--- src/rtl/spi_slave_if.sv ---
// SPI mode-0 slave front end: deframes MOSI into words, serialises readback onto MISO.
// All SPI pins are oversampled on clk; this is the only crossing into the CSR domain.
`timescale 1ns/1ps
module spi_slave_if #(
  parameter int DATA_WIDTH = 8,
  parameter int SYNC_STAGES = 2,
  parameter logic [DATA_WIDTH-1:0] IDLE_TX = '0
) (
  input  logic                  clk,
  input  logic                  rst,
  input  logic                  sclk,
  input  logic                  cs_n,
  input  logic                  mosi,
  output logic                  miso,
  output logic                  miso_oe,
  output logic [DATA_WIDTH-1:0] rx_data,
  output logic                  rx_valid,
  input  logic [DATA_WIDTH-1:0] tx_data,
  input  logic                  tx_load,
  output logic                  frame_err,
  output logic                  tx_ovf
);

  localparam int W  = DATA_WIDTH;
  localparam int S  = (SYNC_STAGES < 2) ? 2 : SYNC_STAGES;
  localparam int CW = (W > 2) ? $clog2(W) : 1;

  typedef enum logic {IDLE, ACTIVE} state_e;

  logic [S-1:0]  sclk_q, cs_q, mosi_q;
  logic          sclk_p_q, cs_p_q;
  logic [S:0]    fill_q;
  state_e        state_q;
  logic [CW-1:0] bit_cnt_q;
  logic          first_q;
  logic [W-1:0]  rx_shift_q, tx_shift_q, tx_buf_q;
  logic          tx_pend_q;
  logic          miso_q, miso_oe_q, rx_valid_q, frame_err_q, tx_ovf_q;
  logic [W-1:0]  rx_data_q;

  logic          sclk_s, cs_s, mosi_s;
  logic          sclk_rise, sclk_fall, cs_fall, cs_rise;
  logic          start_d, load_word_d, consume_d;
  logic [W-1:0]  next_word_d, rx_word_d;

  always_ff @(posedge clk or negedge rst) begin
    if (!rst) begin
      sclk_q   <= '0;
      cs_q     <= '1;
      mosi_q   <= '0;
      sclk_p_q <= 1'b0;
      cs_p_q   <= 1'b1;
      fill_q   <= '0;
    end else begin
      sclk_q   <= {sclk_q[S-2:0], sclk};
      cs_q     <= {cs_q[S-2:0], cs_n};
      mosi_q   <= {mosi_q[S-2:0], mosi};
      sclk_p_q <= sclk_q[S-1];
      cs_p_q   <= cs_q[S-1];
      fill_q   <= {fill_q[S-1:0], 1'b1};
    end
  end

  always_comb begin
    sclk_s    = sclk_q[S-1];
    cs_s      = cs_q[S-1];
    mosi_s    = mosi_q[S-1];
    sclk_rise = sclk_s & ~sclk_p_q;
    sclk_fall = ~sclk_s & sclk_p_q;
    cs_fall   = ~cs_s & cs_p_q;
    cs_rise   = cs_s & ~cs_p_q;
    // Reset values in the chain must not look like a cs_n fall
    start_d   = (state_q == IDLE) & cs_fall & fill_q[S];
    load_word_d = start_d |
      ((state_q == ACTIVE) & ~cs_rise & ~sclk_rise & sclk_fall &
       (bit_cnt_q == '0) & ~first_q);
    consume_d   = load_word_d & tx_pend_q;
    next_word_d = tx_pend_q ? tx_buf_q : IDLE_TX;
    rx_word_d   = {rx_shift_q[W-2:0], mosi_s};
  end

  always_ff @(posedge clk or negedge rst) begin
    if (!rst) begin
      state_q     <= IDLE;
      bit_cnt_q   <= '0;
      first_q     <= 1'b0;
      rx_shift_q  <= '0;
      tx_shift_q  <= '0;
      tx_buf_q    <= '0;
      tx_pend_q   <= 1'b0;
      miso_q      <= 1'b0;
      miso_oe_q   <= 1'b0;
      rx_data_q   <= '0;
      rx_valid_q  <= 1'b0;
      frame_err_q <= 1'b0;
      tx_ovf_q    <= 1'b0;
    end else begin
      rx_valid_q  <= 1'b0;
      frame_err_q <= 1'b0;

      if (tx_load) begin
        tx_buf_q  <= tx_data;
        tx_pend_q <= 1'b1;
        if (tx_pend_q && !consume_d) tx_ovf_q <= 1'b1;
      end else if (consume_d) begin
        tx_pend_q <= 1'b0;
      end

      unique case (state_q)
        IDLE: begin
          miso_oe_q <= 1'b0;
          miso_q    <= 1'b0;
          if (start_d) begin
            state_q    <= ACTIVE;
            bit_cnt_q  <= '0;
            first_q    <= 1'b1;
            tx_shift_q <= next_word_d;
            miso_q     <= next_word_d[W-1];
            miso_oe_q  <= 1'b1;
          end
        end
        ACTIVE: begin
          if (cs_rise) begin
            state_q   <= IDLE;
            miso_oe_q <= 1'b0;
            miso_q    <= 1'b0;
            bit_cnt_q <= '0;
            if (bit_cnt_q != '0) frame_err_q <= 1'b1;
          end else if (sclk_rise) begin
            first_q    <= 1'b0;
            rx_shift_q <= rx_word_d;
            if (bit_cnt_q == CW'(W - 1)) begin
              rx_data_q  <= rx_word_d;
              rx_valid_q <= 1'b1;
              bit_cnt_q  <= '0;
            end else begin
              bit_cnt_q <= bit_cnt_q + 1'b1;
            end
          end else if (sclk_fall) begin
            if (bit_cnt_q != '0) begin
              tx_shift_q <= {tx_shift_q[W-2:0], 1'b0};
              miso_q     <= tx_shift_q[W-2];
            end else if (!first_q) begin
              tx_shift_q <= next_word_d;
              miso_q     <= next_word_d[W-1];
            end
          end
        end
        default: state_q <= IDLE;
      endcase
    end
  end

  assign miso      = miso_q;
  assign miso_oe   = miso_oe_q;
  assign rx_data   = rx_data_q;
  assign rx_valid  = rx_valid_q;
  assign frame_err = frame_err_q;
  assign tx_ovf    = tx_ovf_q;

endmodule
--- config.mk ---
export PLATFORM = sky130hd
export DESIGN_NAME = spi_slave_if
export DESIGN_NICKNAME = d
export VERILOG_FILES = /design/src/rtl/spi_slave_if.sv
export SDC_FILE = /design/constraint.sdc
export NUM_CORES = 1
export LEC_CHECK = 0
export ABC_AREA = 0
export CAP_MARGIN = 20
export CORE_ASPECT_RATIO = 0.9
export CORE_MARGIN = 3
export CORE_UTILIZATION = 40
export DETAILED_ROUTE_END_ITERATION = 8
export SYNTH_ARGS = -nofsm -noshare
export SYNTH_HDL_FRONTEND = slang
export SYNTH_SLANG_ARGS = --single-unit
--- constraint.sdc ---
create_clock -name clk -period 1.7 [get_ports clk]
set_clock_uncertainty 0.2 [all_clocks]
set_input_delay 0.34 -clock clk [delete_from_list [all_inputs] [get_ports clk]]
set_output_delay 0.34 -clock clk [all_outputs]
set_load 0.005 [all_outputs]
==> out/results.txt <==
min Tclk post-route - 1730 ps
Power, Total - 3.02 mW
clock buffer depth - 2
num ports - 27
Hold Fails Final Rpt - 0
Leakage - 1.46 nW
mux contribution to synthesized area - 14.4%
top post-synthesis cells by area - dfrtp_1 (59%), mux2_2 (8.1%), mux2_4 (5.8%)
detailed-route vias per instance - 4.83
antenna viol nets, final - 0
Clock Tree Root - clkbuf_8
drc violations - 0
Final setup viols - 16
DR iter-0 viols - 128
complex-gate fraction of the synthesized area - 6.31%
worst-path fanout max - 5
area of the multi-input gates - 835 µm²
Synth top area share - 58.9%
Simple-Gate Fraction of Synth Area - 12.8%
DP HPWL - 2770 µm
Final Cycle Share - 102%
maximum vdd drop - 0.563 mV
I/O Buffers - 26
CP max stage delay - 570 ps
WL final - 4140 µm
sequential area share after synthesis - 62.7%
Initial Utilization - 42.3%
CP Cell Sequence - nor2b_4, buf_6, nor3_4, nand2_4, mux2_4
nets@finish - 234
Yosys reg bits - 52
net count after synthesis - 181
CP required - 1670 ps
worst setup margin - -29.7 ps
adder and majority gate portion of the synthesized area - 1.80%
cell taking the most area after synthesis - dfrtp_1
WL per Instance - 14.6 µm
critical path startpoint category - register
vias in the first global route - 1403
final slew viol count - 0
Cells after Synth - 164
latest clock arrival within the worst-skew pair - 290 ps
GPL Wtd Cong - 0.797
Clk pin slew, worst setup/hold paths - 90 ps
MaxCap Viol Count - 0
DIE AREA - 6110 µm²
CP Data Arrival Time - 1700 ps
Layout area overhead - 34.7%
clock sink count - 52
ant diodes - 0
average cell area after synthesis - 12.7 µm²
synth warn - 0
Synth Area in XOR/XNOR - 0%
Die Width - 82.1 µm
pwr dens - 1080 nW/µm²
All-Layer GR Usage - 14.8%
outcome - finished with violations
DRT Pass-1 Iters - 6
fill count - 425
total number of vias - 1367
htree depth - 2
Yosys cell types - 33
Slowest cell on crit path - dfstp_2
area occupied by registers - 1310 µm²
Setup TNS - -162 ps
utilization after layout - 56.9%
Place WS - -64.8 ps
antenna violations before repair - 0
largest family of logic cells by synthesized area - multiplexers
failing checks - setup timing
remaining global-route overflow - 0
row count - 24
CTS tree - built
Peak Freq - 578 MHz
first-pass GRT wire length - 6800 µm
largest net degree at the start of global routing - 53
layout cell share with drive strength beyond 1 - 32.6%
Worst Setup End Kind - register
WS Path Type - register to register
Core ar. - 4920 µm²
RSZ-0062 raised after global routing - yes
Post-Syn Area - 2080 µm²
Die H - 74.4 µm
hold crit path type - register to register
cts bufs inserted - 5
registers in the layout (all words and copies together), names as in the netlist:
name / cells
mosi_q: 2
state_q: 1
fill_q: 3
tx_ovf: 1
cs_q: 2
sclk_p_q: 1
cs_p_q: 1
sclk_q: 2
miso_oe: 1
tx_pend_q: 1
bit_cnt_q: 3
first_q: 1
rx_shift_q: 7
rx_data: 8
tx_shift_q: 7
rx_valid: 1
miso: 1
tx_buf_q: 8
frame_err: 1
area by class of cell:
type | count | share of cell area [%]
timing repair buffer | 50 | 16.3
clock buffer | 7 | 2.72
sequential | 52 | 46.5
tap | 65 | 2.90
clock inverter | 1 | 1.07
inverter | 5 | 0.669
multi-input combinational | 103 | 29.8
per-stage QoR:
stage               hold slack, ps  area (µm²)  instances
detailed placement             139        2570        267
CTS                            158        2760        280
global route                   164        2800        283
global placement               132        2570        267
floorplan                     -156        2110        164
finish                         155        2800        283
synthesized netlist by cell type (all sizes together):
cell / count
nand3: 6
or3: 1
nand4: 1
or2: 1
dfrtp: 49
mux2: 24
a22o: 2
a21o: 2
conb: 1
a31oi: 3
o21a: 1
nor3: 4
nor2: 2
nor2b: 1
a21oi: 2
o21ai: 7
o22ai: 1
nand2b: 4
dfstp: 3
and3: 2
inv: 5
buf: 1
ha: 3
o31ai: 1
o32a: 1
nand2: 32
clkbuf: 4
layout by cell type (no fill, tap or decap), drive strengths merged, types with 2 or more instances in the layout:
cell type	Yosys	layout
mux2	24	24
dfstp	3	3
clkbuf	4	7
nor3	4	4
inv	5	5
nand2b	4	4
a22o	2	2
dlygate4sd2	0	7
nand3	6	6
nor2	2	2
and3	2	2
clkdlybuf4s50	0	13
a21oi	2	2
dlymetal6s2s	0	5
a31oi	3	3
nand2	32	33
buf	1	24
dfrtp	49	49
o21ai	7	7
a21o	2	2
ha	3	3
worst max-delay path, delay by kind of cell, from the launching register on:
family | cells | cell delay [ps]
flip-flops | 1 | 570
AND/OR/NAND/NOR | 3 | 410
multiplexers | 1 | 320
buffers and inverters | 1 | 110
repair_timing:
action	4_1_cts	5_1_grt
resized for setup	20	8
hold buffers	1	0
cloned	1	0
endpoints found under the setup margin	26	24
buffers inserted	4	3
hold endpoints to repair	49	0
pin swaps	3	1
cell families after synthesis:
family | Yosys count
and+or+nand+nor | 54
muxes | 24
adders and majority gates | 3
AOI/OAI and AO/OA | 20
other | 1
buffers and inverters | 10
DFF | 52
routing by layer:
layer	global-route usage (%)	wire [µm]	vias up	share of wire [%]
met2	23.6	2010	43	49
met4	2.95	18	0	0.43
met1	20.8	1900	660	46
met5	0	0	-	0
li1	-	-	662	-
met3	3.87	207	2	5.0
where the power goes:
group	leakage (nW)	total (mW)	internal, mW	switching [mW]
registers	0.646	1.56	1.43	0.131
logic	0.760	0.652	0.370	0.282
clock network	0.0524	0.810	0.441	0.370
worst paths after layout:
kind	from	end	slack, ps	depth (start not counted)
worst max-delay path	cs_p_q$_DFF_PN1_	rx_data[1]$_DFFE_PN0P_	-30	5
worst min-delay path	mosi_q[0]$_DFF_PN0_	mosi_q[1]$_DFF_PN0_	150	0
worst max register to register	cs_p_q$_DFF_PN1_	rx_data[1]$_DFFE_PN0P_	-30	5
worst min register to register	mosi_q[0]$_DFF_PN0_	mosi_q[1]$_DFF_PN0_	150	0
max in group asynchronous	rst	cs_q[1]$_DFF_PN1_	650	3
min in group asynchronous	rst	rx_shift_q[4]$_DFFE_PN0N_	350	3
(Power assumes the default switching activity.)
